$ cat config.mk
export PLATFORM = sky130hd
export DESIGN_NAME = alu_cmd_sequencer
export DESIGN_NICKNAME = d
export VERILOG_FILES = /design/src/rtl/alu_cmd_sequencer.sv
export SDC_FILE = /design/constraint.sdc
export NUM_CORES = 1
export LEC_CHECK = 0
export ABC_AREA = 1
export ABC_CLOCK_PERIOD_IN_PS = 1500
export BUFFER_PORTS_ARGS = -buffer_cell sky130_fd_sc_hd__clkbuf_2
export CAP_MARGIN = 20
export CORE_UTILIZATION = 51
export CTS_CLUSTER_DIAMETER = 150
export DETAILED_ROUTE_END_ITERATION = 10
export PLACE_DENSITY = 0.81
export RECOVER_POWER = 25
export SYNTH_ARGS = -nofsm -noshare
export SYNTH_HDL_FRONTEND = slang
export SYNTH_SLANG_ARGS = --single-unit
export TNS_END_PERCENT = 5
$ cat constraint.sdc
create_clock -name clk -period 1.5 [get_ports clk]
set_input_delay 0.225 -clock clk [delete_from_list [all_inputs] [get_ports clk]]
set_output_delay 0.225 -clock clk [all_outputs]
set_load 0.01 [all_outputs]
$ cat src/rtl/alu_cmd_sequencer.sv
// Command FIFO and issue/response sequencer in front of the 4-bit combinational op unit.
// Optional result checker enabled by defining ALU_CMD_CHECK_EN.

package alu_cmd_sequencer_pkg;

    typedef struct packed {
        logic [2:0] opcode;
        logic [3:0] a;
        logic [3:0] b;
    } cmd_t;

endpackage

module alu_cmd_sequencer
    import alu_cmd_sequencer_pkg::*;
#(
    parameter int unsigned FIFO_DEPTH = 4,
    parameter int unsigned TAG_W      = 4
) (
    input  logic             clk,
    input  logic             rst_n,
    input  logic             cmd_valid_i,
    output logic             cmd_ready_o,
    input  logic [2:0]       cmd_opcode_i,
    input  logic [3:0]       cmd_a_i,
    input  logic [3:0]       cmd_b_i,
    output logic [3:0]       op_a_o,
    output logic [3:0]       op_b_o,
    output logic [2:0]       op_code_o,
    input  logic [4:0]       op_result_i,
    output logic             rsp_valid_o,
    input  logic             rsp_ready_i,
    output logic [4:0]       rsp_data_o,
    output logic [TAG_W-1:0] rsp_tag_o,
`ifdef ALU_CMD_CHECK_EN
    output logic             busy_o,
    output logic             chk_mismatch_o,
    output logic             chk_err_o
`else
    output logic             busy_o
`endif
);

    localparam int unsigned PTR_W = $clog2(FIFO_DEPTH);
    localparam int unsigned CNT_W = PTR_W + 1;

    typedef enum logic [1:0] {IDLE, ISSUE, RESP} state_e;

    state_e             state_q, state_d;
    cmd_t               mem_q [FIFO_DEPTH];
    cmd_t               cmd_in_c;
    cmd_t               op_q, op_d;
    logic [PTR_W-1:0]   wr_ptr_q, wr_ptr_d, rd_ptr_q, rd_ptr_d;
    logic [CNT_W-1:0]   count_q, count_d;
    logic               ready_q, ready_d;
    logic               busy_q, busy_d;
    logic               rsp_valid_q, rsp_valid_d;
    logic [4:0]         rsp_data_q, rsp_data_d;
    logic [TAG_W-1:0]   rsp_tag_q, rsp_tag_d;
    logic [TAG_W-1:0]   tag_cnt_q, tag_cnt_d;
    logic               push_c, pop_c, fifo_empty_c;

    assign cmd_in_c     = {cmd_opcode_i, cmd_a_i, cmd_b_i};
    assign push_c       = cmd_valid_i & ready_q;
    assign fifo_empty_c = (count_q == '0);

`ifdef ALU_CMD_CHECK_EN
    logic chk_mismatch_q, chk_mismatch_d;
    logic chk_err_q, chk_err_d;

    // Reference result: operands zero-extended to 5 bits, result mod 32
    function automatic logic [4:0] golden_f(input cmd_t c);
        logic [4:0] a5;
        logic [4:0] b5;
        logic [4:0] r;
        a5 = {1'b0, c.a};
        b5 = {1'b0, c.b};
        case (c.opcode)
            3'd0:    r = a5 + b5;
            3'd1:    r = a5 - b5;
            3'd2:    r = a5 & b5;
            3'd3:    r = a5 | b5;
            3'd4:    r = ~a5;
            3'd5:    r = a5 * b5;
            3'd6:    r = a5 ^ b5;
            default: r = ~(a5 ^ b5);
        endcase
        return r;
    endfunction
`endif

    // Sequencer next-state and datapath load/capture
    always_comb begin
        state_d     = state_q;
        op_d        = op_q;
        rsp_valid_d = rsp_valid_q;
        rsp_data_d  = rsp_data_q;
        rsp_tag_d   = rsp_tag_q;
        tag_cnt_d   = tag_cnt_q;
        pop_c       = 1'b0;
`ifdef ALU_CMD_CHECK_EN
        chk_mismatch_d = chk_mismatch_q;
        chk_err_d      = chk_err_q;
`endif
        case (state_q)
            IDLE: begin
                if (!fifo_empty_c) begin
                    op_d    = mem_q[rd_ptr_q];
                    pop_c   = 1'b1;
                    state_d = ISSUE;
                end
            end
            ISSUE: begin
                rsp_data_d  = op_result_i;
                rsp_tag_d   = tag_cnt_q;
                tag_cnt_d   = tag_cnt_q + TAG_W'(1);
                rsp_valid_d = 1'b1;
                state_d     = RESP;
`ifdef ALU_CMD_CHECK_EN
                chk_mismatch_d = (op_result_i != golden_f(op_q));
                chk_err_d      = chk_err_q | chk_mismatch_d;
`endif
            end
            RESP: begin
                if (rsp_ready_i) begin
                    rsp_valid_d = 1'b0;
                    if (!fifo_empty_c) begin
                        op_d    = mem_q[rd_ptr_q];
                        pop_c   = 1'b1;
                        state_d = ISSUE;
                    end else begin
                        state_d = IDLE;
                    end
                end
            end
            default: state_d = IDLE;
        endcase
    end

    // FIFO bookkeeping; ready and busy are registered from next-cycle values
    always_comb begin
        wr_ptr_d = push_c ? wr_ptr_q + PTR_W'(1) : wr_ptr_q;
        rd_ptr_d = pop_c  ? rd_ptr_q + PTR_W'(1) : rd_ptr_q;
        count_d  = count_q;
        if (push_c && !pop_c) begin
            count_d = count_q + CNT_W'(1);
        end else if (!push_c && pop_c) begin
            count_d = count_q - CNT_W'(1);
        end
        ready_d = (count_d != CNT_W'(FIFO_DEPTH));
        busy_d  = (state_d != IDLE) || (count_d != '0);
    end

    always_ff @(posedge clk) begin
        if (push_c) begin
            mem_q[wr_ptr_q] <= cmd_in_c;
        end
    end

    always_ff @(posedge clk or negedge rst_n) begin
        if (!rst_n) begin
            state_q     <= IDLE;
            op_q        <= '0;
            wr_ptr_q    <= '0;
            rd_ptr_q    <= '0;
            count_q     <= '0;
            ready_q     <= 1'b1;
            busy_q      <= 1'b0;
            rsp_valid_q <= 1'b0;
            rsp_data_q  <= '0;
            rsp_tag_q   <= '0;
            tag_cnt_q   <= '0;
        end else begin
            state_q     <= state_d;
            op_q        <= op_d;
            wr_ptr_q    <= wr_ptr_d;
            rd_ptr_q    <= rd_ptr_d;
            count_q     <= count_d;
            ready_q     <= ready_d;
            busy_q      <= busy_d;
            rsp_valid_q <= rsp_valid_d;
            rsp_data_q  <= rsp_data_d;
            rsp_tag_q   <= rsp_tag_d;
            tag_cnt_q   <= tag_cnt_d;
        end
    end

`ifdef ALU_CMD_CHECK_EN
    always_ff @(posedge clk or negedge rst_n) begin
        if (!rst_n) begin
            chk_mismatch_q <= 1'b0;
            chk_err_q      <= 1'b0;
        end else begin
            chk_mismatch_q <= chk_mismatch_d;
            chk_err_q      <= chk_err_d;
        end
    end

    assign chk_mismatch_o = chk_mismatch_q;
    assign chk_err_o      = chk_err_q;
`endif

    assign cmd_ready_o = ready_q;
    assign busy_o      = busy_q;
    assign op_a_o      = op_q.a;
    assign op_b_o      = op_q.b;
    assign op_code_o   = op_q.opcode;
    assign rsp_valid_o = rsp_valid_q;
    assign rsp_data_o  = rsp_data_q;
    assign rsp_tag_o   = rsp_tag_q;

endmodule

==> impl_metrics.ini <==
[outcome]
status = completed

[final_layout]
fin_area_um2 = 3830
drive_above_1_share_pct = 23.2
area_delta_synth_final_pct = 18.9
stdcell_count = 420
diodes = 0
fillers = 464
post-route-util_pct = 63.9
finalNetCount = 368

[synthesis]
seq_area_frac_synth_pct = 69.1
synth.avg_cell_area_um2 = 11.4
synth_top_area_share_pct = 41.0
ys_types = 23
yosys_warnings = 0
ys_top_cells_by_area = edfxtp_1, dfrtp_1, nand2_1
yosysTopAreaCell = edfxtp_1
syn_inst = 282
syn_area_um2 = 3220
syn-num-nets = 310
synth-seq-cells = 80

[timing]
skew_ps = 6.60
fin_hold_ws_ps = 78.8
finalSetupViolations = 0
slew_headroom_pct = 42.6
tightest_slew_ps = 861
slew_viol_final = 0
period_share_pct = 95.6
fin_crit_ps = 1430
hold_viol = 0
rsz0062_at_grt = true
fmax_mhz = 698

[clock_network]
clk_latency_ps = 350
clkTransAtPathRegs_ps = 80
htreeDepth = 3
cts_tree = built
clockRootBuffer = clkbuf_8
clkSinkCount = 80
cts_made_buffers = 9
clk_path_buf_depth = 2

[floorplanning]
ios = 43
num_rows = 28
coreArea_um2 = 5990
die_w_um = 81.5
start_util_pct = 53.7
fp.dieH_um = 81.5
dieArea_um2 = 6630

[flow_run]
max_cap_violations = 0

[routing]
viasPerCell = 5.10
routedWlPerCell_um = 13.6
ant_nets = 0
wl_um = 5700
drc = 0
vias = 2142
drt-initial-drc-count = 96
first_pass_iters = 4

[critical_path]
cp_max_fo = 7
slowest_delay_ps = 410
critPathKind = register to register
critPathCaptureType = register
cp.arrival_ps = 1680
crit_chain = inv_2 -> ha_4 -> nand2_2 -> nand3_4 -> inv_4 -> nand2_4 -> nand3_1 -> nand2_1 -> nor2_2 -> nand2_1
start_kind = register
crit_slowest_cell = dfrtp_1
critical_path_required_ps = 1740
cpMostUsedCell = nand2_1

[grt]
grt-ovfl-total = 0
grt_max_degree = 37
grt_first_pass_wirelength_um = 9220
grt_antenna_before_repair = 0
grt_pass1_vias = 2060
track_usage_pct = 19.2

[placed_design]
gp_congestion = 0.750
dp_hpwl_um = 3860
place_inst = 402
place_area_um2 = 3590
port_buffers = 42

[power]
total_power_mw = 8.26
p_leak_nw = 1.70
ir_drop_v = 0.00108
power_per_cell_area_nw_per_um2 = 2160

[hold_path]
hp-class = primary input to register
path summary, 6_finish.rpt:
kind | from | end | slack [ps] | cells after the start
setup / recovery | count_q[1] | busy_o | 70 | 10
hold / removal | op_result_i[3] | rsp_data_o[3] | 80 | 3
setup reg to reg | count_q[1] | busy_o | 70 | 10
hold reg to reg | tag_cnt_q[3] | tag_cnt_q[3] | 470 | 1
max in group asynchronous | rst_n | rd_ptr_q[1] | 310 | 3
min in group asynchronous | rst_n | wr_ptr_q[1] | 610 | 3
registers in the layout, summed over array words and instances, names as in the netlist:
name	count
busy_o	1
cmd_ready_o	1
count_q	3
mem_q	44
op_a_o	4
op_b_o	4
op_code_o	3
rd_ptr_q	2
rsp_data_o	5
rsp_tag_o	4
rsp_valid_o	1
state_q	2
tag_cnt_q	4
wr_ptr_q	2
layout make-up:
class,instances,area (um^2),area share [%]
Clock buffer,10,128,3.33
Sequential cell,80,2220,58.1
Multi-Input combinational cell,172,890,23.2
Inverter,20,77.6,2.03
Tap cell,75,93.8,2.45
Timing Repair Buffer,57,322,8.40
Clock inverter,6,93.8,2.45
worst max-delay path: cells and delay by family (launching register included):
family / cells / cell delay, ps
adder cells (fa/ha/maj): 1 / 160
buffers and inverters: 2 / 180
flip-flops: 1 / 410
AND/OR/NAND/NOR: 7 / 590
power breakdown:
| group | leakage (nW) | switching, mW | total [mW] | internal, mW |
|---|---|---|---|---|
| logic | 0.755 | 1.86 | 3.06 | 1.21 |
| registers | 0.835 | 0.425 | 3.49 | 3.06 |
| clock network | 0.107 | 0.762 | 1.71 | 0.945 |
cells in the final DEF (no fill, tap or decap):
master	synthesis	layout
a21oi_1	1	1
buf_12	0	1
buf_4	0	12
bufinv_16	0	2
clkbuf_1	3	12
clkbuf_2	0	32
clkbuf_8	0	9
clkinv_4	0	3
clkinvlp_4	0	1
dfrtp_1	35	34
dfrtp_2	0	1
dfstp_2	1	1
dlygate4sd3_1	0	1
edfxtp_1	44	44
ha_1	8	7
ha_4	0	1
inv_1	15	12
inv_2	4	7
inv_4	1	1
nand2_1	73	73
nand2_2	6	5
nand2_4	0	1
nand3_1	6	6
nand3_4	1	1
nand4_1	1	1
nor2_1	40	40
nor2_2	1	1
nor3_2	1	1
o21ai_0	12	12
o21ai_1	4	4
o32ai_1	11	11
or2_1	1	1
xor2_1	6	6
kinds of logic after synthesis:
kind of cell | synth area share [%]
buffers and inverters | 3.85
AOI/OAI and AO/OA | 5.64
and+or+nand+nor | 16.7
adders and majority gates | 3.11
DFF | 69.1
xor gates and xnor gates | 1.63
synthesized netlist by cell type (all sizes together):
master	number
clkbuf	3
xor2	6
buf	7
ha	8
nor3	1
nand3	7
o32ai	11
a21oi	1
nand2	79
inv	20
dfrtp	35
nor2	41
edfxtp	44
o21ai	16
dfstp	1
or2	1
nand4	1
routing by layer:
metal  up-vias  global-route usage, %  part of all wire, %
met5         -                      0                    0
met4         0                   9.46                  2.3
met3        12                   5.00                  5.2
met2        57                   31.2                   47
met1      1016                   23.9                   45
li1       1057                      -                    -
timing repair:
item | 4_1_cts | 5_1_grt
hold buffers | 1 | 0
resized for setup | 0 | 7
buffers inserted | 1 | 0
setup endpoints to repair | 1 | 10
hold endpoints to repair | 35 | 0
pin swaps | 0 | 1
per-stage QoR:
step	setup WS [ps]	TNS [ps]
2_1_floorplan	-42.7	-1880
3_3_place_gp	71.6	0
3_5_place_dp	2.57	0
4_1_cts	9.96	0
5_1_grt	-25.2	-26.8
6_report	66.7	0
Power figures use the tool's default switching activity.
